<file path="src/rtl/hmcad1520_pkg.sv">
`default_nettype none
// hmcad1520_pkg: shared types and constants for the HMCAD1520 LVDS receive path.
// Revision: 1.0
package hmcad1520_pkg;

    typedef enum logic [2:0] {
        ST_IDLE   = 3'd0,
        ST_CHECK  = 3'd1,
        ST_SLIP   = 3'd2,
        ST_SETTLE = 3'd3,
        ST_LOCKED = 3'd4
    } align_state_t;

    localparam logic [7:0] HMCAD_FRAME_PATTERN = 8'hF0;
    localparam int         HMCAD_DESER_FACTOR  = 8;
    localparam logic [7:0] HMCAD_RELOCK_MAX    = 8'hFF;

endpackage
`default_nettype wire

</file>
<file path="src/rtl/hmcad1520_align_ctrl.sv">
`default_nettype none
// hmcad1520_align_ctrl: bitslips the frame/data deserializers until the frame word locks.
// Revision: 1.0
module hmcad1520_align_ctrl
    import hmcad1520_pkg::*;
#(
    parameter logic [7:0] FRAME_PATTERN = HMCAD_FRAME_PATTERN,
    parameter int         MATCH_COUNT   = 16,
    parameter int         SLIP_SETTLE   = 4,
    parameter int         MAX_SLIPS     = HMCAD_DESER_FACTOR,
    parameter int         LOSS_COUNT    = 4
) (
    input  logic       CLOCK,
    input  logic       RESET_N,
    input  logic       ENABLE,
    input  logic [7:0] FRAME_VECTOR,
    output logic       BITSLIP,
    output logic       LOCKED,
    output logic       ALIGN_ERR,
    output logic [2:0] SLIP_COUNT,
    output logic [7:0] RELOCK_CNT
);

    // Limits widened by one bit so the incremented counters never wrap before the compare.
    localparam logic [8:0] MATCH_LIM  = 9'(MATCH_COUNT);
    localparam logic [4:0] SETTLE_LIM = 5'(SLIP_SETTLE);
    localparam logic [4:0] LOSS_LIM   = 5'(LOSS_COUNT);
    localparam logic [2:0] SLIP_LAST  = 3'(MAX_SLIPS - 1);

    align_state_t state;
    logic [7:0]   match_cnt;
    logic [3:0]   miss_cnt;
    logic [3:0]   settle_cnt;

    logic         word_ok;
    logic [8:0]   match_next;
    logic [4:0]   miss_next;
    logic [4:0]   settle_next;

    assign word_ok     = (FRAME_VECTOR == FRAME_PATTERN);
    assign match_next  = {1'b0, match_cnt} + 9'd1;
    assign miss_next   = {1'b0, miss_cnt} + 5'd1;
    assign settle_next = {1'b0, settle_cnt} + 5'd1;

    always_ff @(posedge CLOCK or negedge RESET_N) begin
        if (!RESET_N) begin
            state      <= ST_IDLE;
            match_cnt  <= 8'd0;
            miss_cnt   <= 4'd0;
            settle_cnt <= 4'd0;
            BITSLIP    <= 1'b0;
            LOCKED     <= 1'b0;
            ALIGN_ERR  <= 1'b0;
            SLIP_COUNT <= 3'd0;
            RELOCK_CNT <= 8'd0;
        end else begin
            BITSLIP <= 1'b0;
            if (!ENABLE) begin
                state      <= ST_IDLE;
                match_cnt  <= 8'd0;
                miss_cnt   <= 4'd0;
                settle_cnt <= 4'd0;
                LOCKED     <= 1'b0;
                ALIGN_ERR  <= 1'b0;
                SLIP_COUNT <= 3'd0;
            end else begin
                case (state)
                    ST_IDLE: begin
                        match_cnt  <= 8'd0;
                        miss_cnt   <= 4'd0;
                        settle_cnt <= 4'd0;
                        LOCKED     <= 1'b0;
                        ALIGN_ERR  <= 1'b0;
                        SLIP_COUNT <= 3'd0;
                        state      <= ST_CHECK;
                    end
                    ST_CHECK: begin
                        if (word_ok) begin
                            if (match_next >= MATCH_LIM) begin
                                match_cnt <= 8'd0;
                                miss_cnt  <= 4'd0;
                                LOCKED    <= 1'b1;
                                ALIGN_ERR <= 1'b0;
                                state     <= ST_LOCKED;
                            end else begin
                                match_cnt <= match_next[7:0];
                            end
                        end else begin
                            // The pulse and the slip count update together so both are visible in SLIP.
                            match_cnt <= 8'd0;
                            BITSLIP   <= 1'b1;
                            if (SLIP_COUNT >= SLIP_LAST) begin
                                SLIP_COUNT <= 3'd0;
                                ALIGN_ERR  <= 1'b1;
                            end else begin
                                SLIP_COUNT <= SLIP_COUNT + 3'd1;
                            end
                            state <= ST_SLIP;
                        end
                    end
                    ST_SLIP: begin
                        settle_cnt <= 4'd0;
                        state      <= ST_SETTLE;
                    end
                    ST_SETTLE: begin
                        if (settle_next >= SETTLE_LIM) begin
                            settle_cnt <= 4'd0;
                            match_cnt  <= 8'd0;
                            state      <= ST_CHECK;
                        end else begin
                            settle_cnt <= settle_next[3:0];
                        end
                    end
                    ST_LOCKED: begin
                        if (word_ok) begin
                            miss_cnt <= 4'd0;
                        end else if (miss_next >= LOSS_LIM) begin
                            // Loss of lock re-enters CHECK directly; a slip only follows a fresh mismatch.
                            miss_cnt   <= 4'd0;
                            match_cnt  <= 8'd0;
                            LOCKED     <= 1'b0;
                            SLIP_COUNT <= 3'd0;
                            if (RELOCK_CNT != HMCAD_RELOCK_MAX) begin
                                RELOCK_CNT <= RELOCK_CNT + 8'd1;
                            end
                            state <= ST_CHECK;
                        end else begin
                            miss_cnt <= miss_next[3:0];
                        end
                    end
                    default: begin
                        state <= ST_IDLE;
                    end
                endcase
            end
        end
    end

endmodule
`default_nettype wire

</file>
<file path="config.mk">
export PLATFORM = sky130hd
export DESIGN_NAME = hmcad1520_align_ctrl
export DESIGN_NICKNAME = d
export VERILOG_FILES = /design/src/rtl/hmcad1520_pkg.sv /design/src/rtl/hmcad1520_align_ctrl.sv
export SDC_FILE = /design/constraint.sdc
export NUM_CORES = 1
export LEC_CHECK = 0
export ABC_AREA = 1
export ABC_CLOCK_PERIOD_IN_PS = 2300
export CAP_MARGIN = 15
export CORE_UTILIZATION = 55
export DETAILED_ROUTE_END_ITERATION = 8
export HOLD_SLACK_MARGIN = 0.12
export PLACE_DENSITY = 0.87
export SLEW_MARGIN = 10
export SYNTH_ARGS = -nofsm -noshare
export SYNTH_HDL_FRONTEND = slang
export SYNTH_SLANG_ARGS = --single-unit
</file>
<file path="constraint.sdc">
create_clock -name CLOCK -period 2.3 [get_ports CLOCK]
set_clock_uncertainty 0.2 [all_clocks]
set_input_delay 0.46 -clock CLOCK [delete_from_list [all_inputs] [get_ports CLOCK]]
set_output_delay 0.46 -clock CLOCK [all_outputs]
set_load 0.1 [all_outputs]
</file>
==> reports/qor.yml, run 1 <==
outcome: "finished, final reports clean"
cp_data_required_time_ns: 2.39
start_util: 0.574
timing.hold.ws_ns: 0.281
cts_tree: "yes"
rows: 21
cts-resized-gates: 0
nNetsFinal: 298
relSlewSlack: 0.721
area.growth.synth_to_final_pct: 19.5
min_path_type: "reg2reg"
crit_path_end_kind: "flop"
drt_pass1_iterations: 4
drive_above_1_share: 0.179
ys_types: 31
synthArstFlopShare: 1.00
clk-insertion-delay-late_ns: 0.34
cts_root_buffer: "clkbuf_4"
grt_usage: 0.212
p_sw_mw: 0.538
postSynthCellCount: 242
clockPowerShare: 0.261
ys_seq_area_frac: 0.431
powerDensity_mw_per_mm2: 630
postCtsHoldBufs: 0
setup_viol: 0
yosysWarnings: 0
cp_slowest_cell: "dfrtp_1"
period_share: 0.835
finalCriticalPeriod_ns: 1.92
antenna_found_initial: 0
total_power_mw: 1.44
slew_viol_final: 0
combPwrFrac: 0.290
fmax_ghz: 0.521
tightest_slew_ns: 0.418
cts_htree_levels: 2
grt_pass1_vias: 1443
core-area_mm2: 0.00334
synth-seq-cells: 33
post-place-ws_ns: 0.129
diodes: 0
die_x_um: 61.0
postCtsSetupBuffers: 0
clkTransAtPathRegs_ns: 0.11
drtIter0Drc: 90
grt_pass1_wl_um: 5710
cts_buffer_depth: 2
cts.sinks: 33
drt_wl_total_um: 3600
synth_largest_area_cell: "dfrtp_1"
synth_area_leaders: "dfrtp_1 (43%), nand2_1 (15%), ha_1 (5.9%)"
portBuffers: 24
critPathMaxStageDelay_ns: 0.45
finalHoldViolCount: 0
startpoint_type: "flop"
rsz0062_at_grt: "no"
crit_path_frequent_cell: "nand2_1"
via_per_inst: 4.97
synth_edf_count: 0
peakVddDrop_v: 0.000371
syn-num-nets: 262
crit_arrival_ns: 2.01
cp_num_buf_inv: 1
path_cells: "ha_1 > nand2_1 > nor2_1 > nand2_1 > nand2_1 > nand3_1 > nor2_2 > nand3_2 > inv_2 > nand3_1 > nand2_1"
synth_area_per_cell_um2: 7.92
p_int_mw: 0.903
place_congestion: 0.864
leakage_nw: 1.22
layout_setup_ws_ns: 0.381
grt_max_degree: 34
routedWlPerCell_um: 11.1
p_sw_frac: 0.373
synth_top_cell_area_share: 0.431
critPathKind: "reg2reg"
cts_buffers: 5
path_max_fanout: 5
cap_viol_max_count: 0
synth_area_mm2: 0.00192
fp.dieArea_mm2: 0.00373
post-route-drc-count: 0
dr_total_vias: 1616
p_seq_frac: 0.449
drt.antenna.violating_nets: 0
cp_top_family: "simple AND/OR/NAND/NOR gates"
synth_ff_type: "dfrtp_1"
dieHeight_um: 61.0
setup_tns_ns: 0
post-dp-hpwl_um: 2750
grt_overflow: 0
io_pins: 25
==> layout by cell type (no fill, tap or decap), drive strengths merged <==
cell type,count
nor3,2
or2,1
nor4,3
nor2,28
clkbuf,7
nand3b,4
dfrtp,33
nand3,17
clkinv,1
and2,1
xor2,5
a21boi,1
o21ai,8
ha,9
clkdlybuf4s50,10
or3,1
o211ai,1
xnor2,4
nand4,7
o31ai,1
nand2,81
buf,19
mux2i,1
inv,31
a21oi,3
==> worst min-delay path, delay by kind of cell, from the launching register on <==
family | cells | cell delay [ns]
DFF | 1 | 0.36
and+or+nand+nor | 2 | 0.10
==> area by class of cell <==
type,instances,area [um^2]
clock buffers,7,65.1
clock inverters,1,5.00
fillers,279,1050
inverters,31,116
multi-input cells,178,975
flip-flops and latches,33,828
well taps,46,57.6
repair buffers,29,243
==> power groups by stage <==
stage | registers, mW | clock network [mW] | logic, mW
after detailed placement | 0.659 | 0 | 0.419
final | 0.647 | 0.377 | 0.418
after global placement | 0.657 | 0 | 0.413
after CTS | 0.647 | 0.385 | 0.421
after floorplan | 0.806 | 0 | 0.157
after global routing | 0.656 | 0.405 | 0.460
==> flip-flops by register name (all words and copies together), names as in the netlist <==
register    count
miss_cnt        4
RELOCK_CNT      8
SLIP_COUNT      3
ALIGN_ERR       1
LOCKED          1
match_cnt       8
BITSLIP         1
settle_cnt      4
state           3
==> through the flow <==
stage,std cells,util,cell area (um^2)
floorplan,242,-,1920
global placement,317,0.665,2220
detailed placement,317,0.665,2220
CTS,325,0.686,2290
global route,325,0.686,2290
finish,325,0.686,2290
==> cells by family after synthesis <==
| group | after synthesis | synth area share |
|---|---|---|
| compound gates | 14 | 0.0483 |
| xor+xnor | 9 | 0.0411 |
| fa+ha+maj | 9 | 0.0587 |
| buf+inv | 31 | 0.0607 |
| flops | 33 | 0.431 |
| mux | 1 | 0.00522 |
| simple gates | 145 | 0.355 |
==> cell usage after synthesis (2+ instances only) <==
cell type,n
dfrtp_1,33
nand3b_1,4
o21ai_1,2
nor3_1,2
ha_1,9
nand3_1,15
nor2_2,6
xor2_1,5
nor4_1,2
nand4_1,7
a21oi_1,3
inv_2,5
nand2_1,79
nand3_2,2
nor2_1,20
inv_1,26
xnor2_1,4
nor2_4,2
o21ai_0,4
==> layer usage <==
layer,GRT usage,up-vias,wire [um]
li1,-,842,-
met1,0.250,729,1660
met2,0.356,40,1720
met3,0.0609,5,176
met4,0.101,0,51
met5,0,-,0
==> worst paths after layout <==
check                             start            end  slack [ns]  cells past startpoint
max                        match_cnt[0]   match_cnt[2]        0.38                     11
min                              LOCKED         LOCKED        0.28                      2
max reg2reg                match_cnt[0]   match_cnt[2]        0.38                     11
min reg2reg                      LOCKED         LOCKED        0.28                      2
max in group asynchronous       RESET_N  RELOCK_CNT[0]        1.26                      2
min in group asynchronous       RESET_N   match_cnt[2]        0.31                      2
No activity file was read; power rests on OpenSTA's default activity.
==> run 2: changes to the inputs <==
ABC_CLOCK_PERIOD_IN_PS = 1800   (was 2300)
clock period = 1.8 ns   (was 2.3 ns; I/O delays follow)
==> run 2 against run 1 <==
  * The run now ends with setup timing left
  * Non-clock buffer count rose by 21
  * Final cell count up 6.5%
  * First-iteration DRC count is 31% higher
  * Critical path depth decreased by 3
  * Routed wire length increased by 44%
  * Register-to-register slack worse by 0.42 ns
  * Clock power increased by 18%
  * Clock-buffer cell count rose by 1
  * Utilization increased by 16 points
  * Combinational power rose by 71%
  * Sequential power up 30%
==> reports/qor.yml, run 2 (synthesis results as in run 1) <==
diodes: 0
cts_buffer_depth: 2
relSlewSlack: 0.615
rows: 21
area.growth.synth_to_final_pct: 47.1
slew_viol_final: 0
fp.dieArea_mm2: 0.00373
antenna_found_initial: 0
post-route-drc-count: 0
die_x_um: 61.0
powerDensity_mw_per_mm2: 710
layout_setup_ws_ns: -0.0629
drtIter0Drc: 118
leakage_nw: 1.38
peakVddDrop_v: 0.000754
post-dp-hpwl_um: 3320
grt_usage: 0.270
dp_cells: 333
start_util: 0.574
multi_input_area_mm2: 0.00114
final_cells: 346
startpoint_type: "input port"
routedWlPerCell_um: 15.0
dr_total_vias: 1899
total_power_mw: 2.00
grt_pass1_wl_um: 7270
layout_common_cells: "nand2_1 (69), buf_4 (24), dfrtp_1 (23), inv_1 (23), nor2_1 (17)"
fill_cells: 171
outcome: "finished with violations"
cts_htree_levels: 2
drt_wl_total_um: 5180
cts_tree: "yes"
min_path_type: "in2async"
crit_arrival_ns: 1.93
drt.antenna.violating_nets: 0
finalCriticalPeriod_ns: 1.86
finalHoldViolCount: 0
cp_data_required_time_ns: 1.87
core-area_mm2: 0.00334
cap_viol_max_count: 0
violations: "setup timing"
cts_buffers: 5
clkTransAtPathRegs_ns: 0.11
period_share: 1.03
critPathKind: "in2reg"
via_per_inst: 5.49
setup_viol: 14
rsz0062_at_grt: "yes"
dieHeight_um: 61.0
cts.sinks: 33
grt_pass1_vias: 1706
io_pins: 25
final_common_cell: "nand2_1"
fmax_ghz: 0.537
grt_max_degree: 34
setup_tns_ns: -0.459
reg_top3: "RELOCK_CNT (8), match_cnt (8)"
portBuffers: 24
clk-insertion-delay-late_ns: 0.34
drt_pass1_iterations: 5
cts_root_buffer: "clkbuf_4"
path_max_fanout: 5
tightest_slew_ns: 0.572
regArea_um2: 853
drive_above_1_share: 0.347
crit_path_end_kind: "flop"
nNetsFinal: 319
grt_overflow: 0
place_congestion: 0.886
## run 2: cell count changes in the layout (fill, tap and decap cells not counted), sizes merged
cell,change
clkinv,-1
buf,+21
clkbuf,+1
## run 2: power by group
| group | total (mW) | switching, mW | internal, mW |
|---|---|---|---|
| logic | 0.713 | 0.466 | 0.247 |
| clock network | 0.445 | 0.252 | 0.193 |
| registers | 0.843 | 0.0523 | 0.791 |
## run 2: final timing paths
check	from	to	slack, ns	cells past startpoint
max in group asynchronous	RESET_N	RELOCK_CNT[0]	1.01	2
worst min register to register	miss_cnt[1]	miss_cnt[1]	0.32	2
worst min-delay path	RESET_N	RELOCK_CNT[2]	0.16	2
min in group CLOCK	miss_cnt[1]	miss_cnt[1]	0.32	2
worst max register to register	match_cnt[1]	match_cnt[3]	-0.04	11
worst max-delay path	ENABLE	SLIP_COUNT[1]	-0.06	8
## run 2: critical path, cell delays in order
cell             delay, ns
clkdlybuf4s50_1       0.52
inv_2                 0.12
nor2_2                0.19
nand2_2               0.15
nor3_2                0.18
nand3b_1              0.23
nand2_1               0.09
nand2_1               0.08
## run 2: final cells by class
class	instances	area share
clock buffers	8	0.0209
multi-input cells	178	0.403
repair buffers	50	0.210
flip-flops and latches	33	0.303
well taps	46	0.0204
inverters	31	0.0431
## run 2: metal layers
metal / share of wire / global-route usage / wire [um] / up-vias
met5: 0 / 0 / 0 / -
met4: 0.021 / 0.101 / 108 / 0
met3: 0.068 / 0.0798 / 352 / 18
met1: 0.40 / 0.336 / 2070 / 891
li1: - / - / - / 889
met2: 0.51 / 0.444 / 2660 / 101
## run 2: timing repair
item | CTS | global route
resized for setup | 6 | 30
hold buffers | 0 | 0
pin swaps | 3 | 18
endpoints found under the setup margin | 10 | 23
hold endpoints to repair | 0 | 0
setup buffers | 0 | 5
## run 2: metrics by stage
step                 util  instance area (um^2)  hold slack (ns)  worst slack [ns]
floorplan               -                  1980           -0.136           -0.0151
global placement    0.776                  2590            0.286            -0.266
detailed placement  0.776                  2590            0.282            -0.338
CTS                 0.799                  2670            0.174           0.00202
global route        0.845                  2820            0.162            -0.168
finish              0.845                  2820            0.161           -0.0629
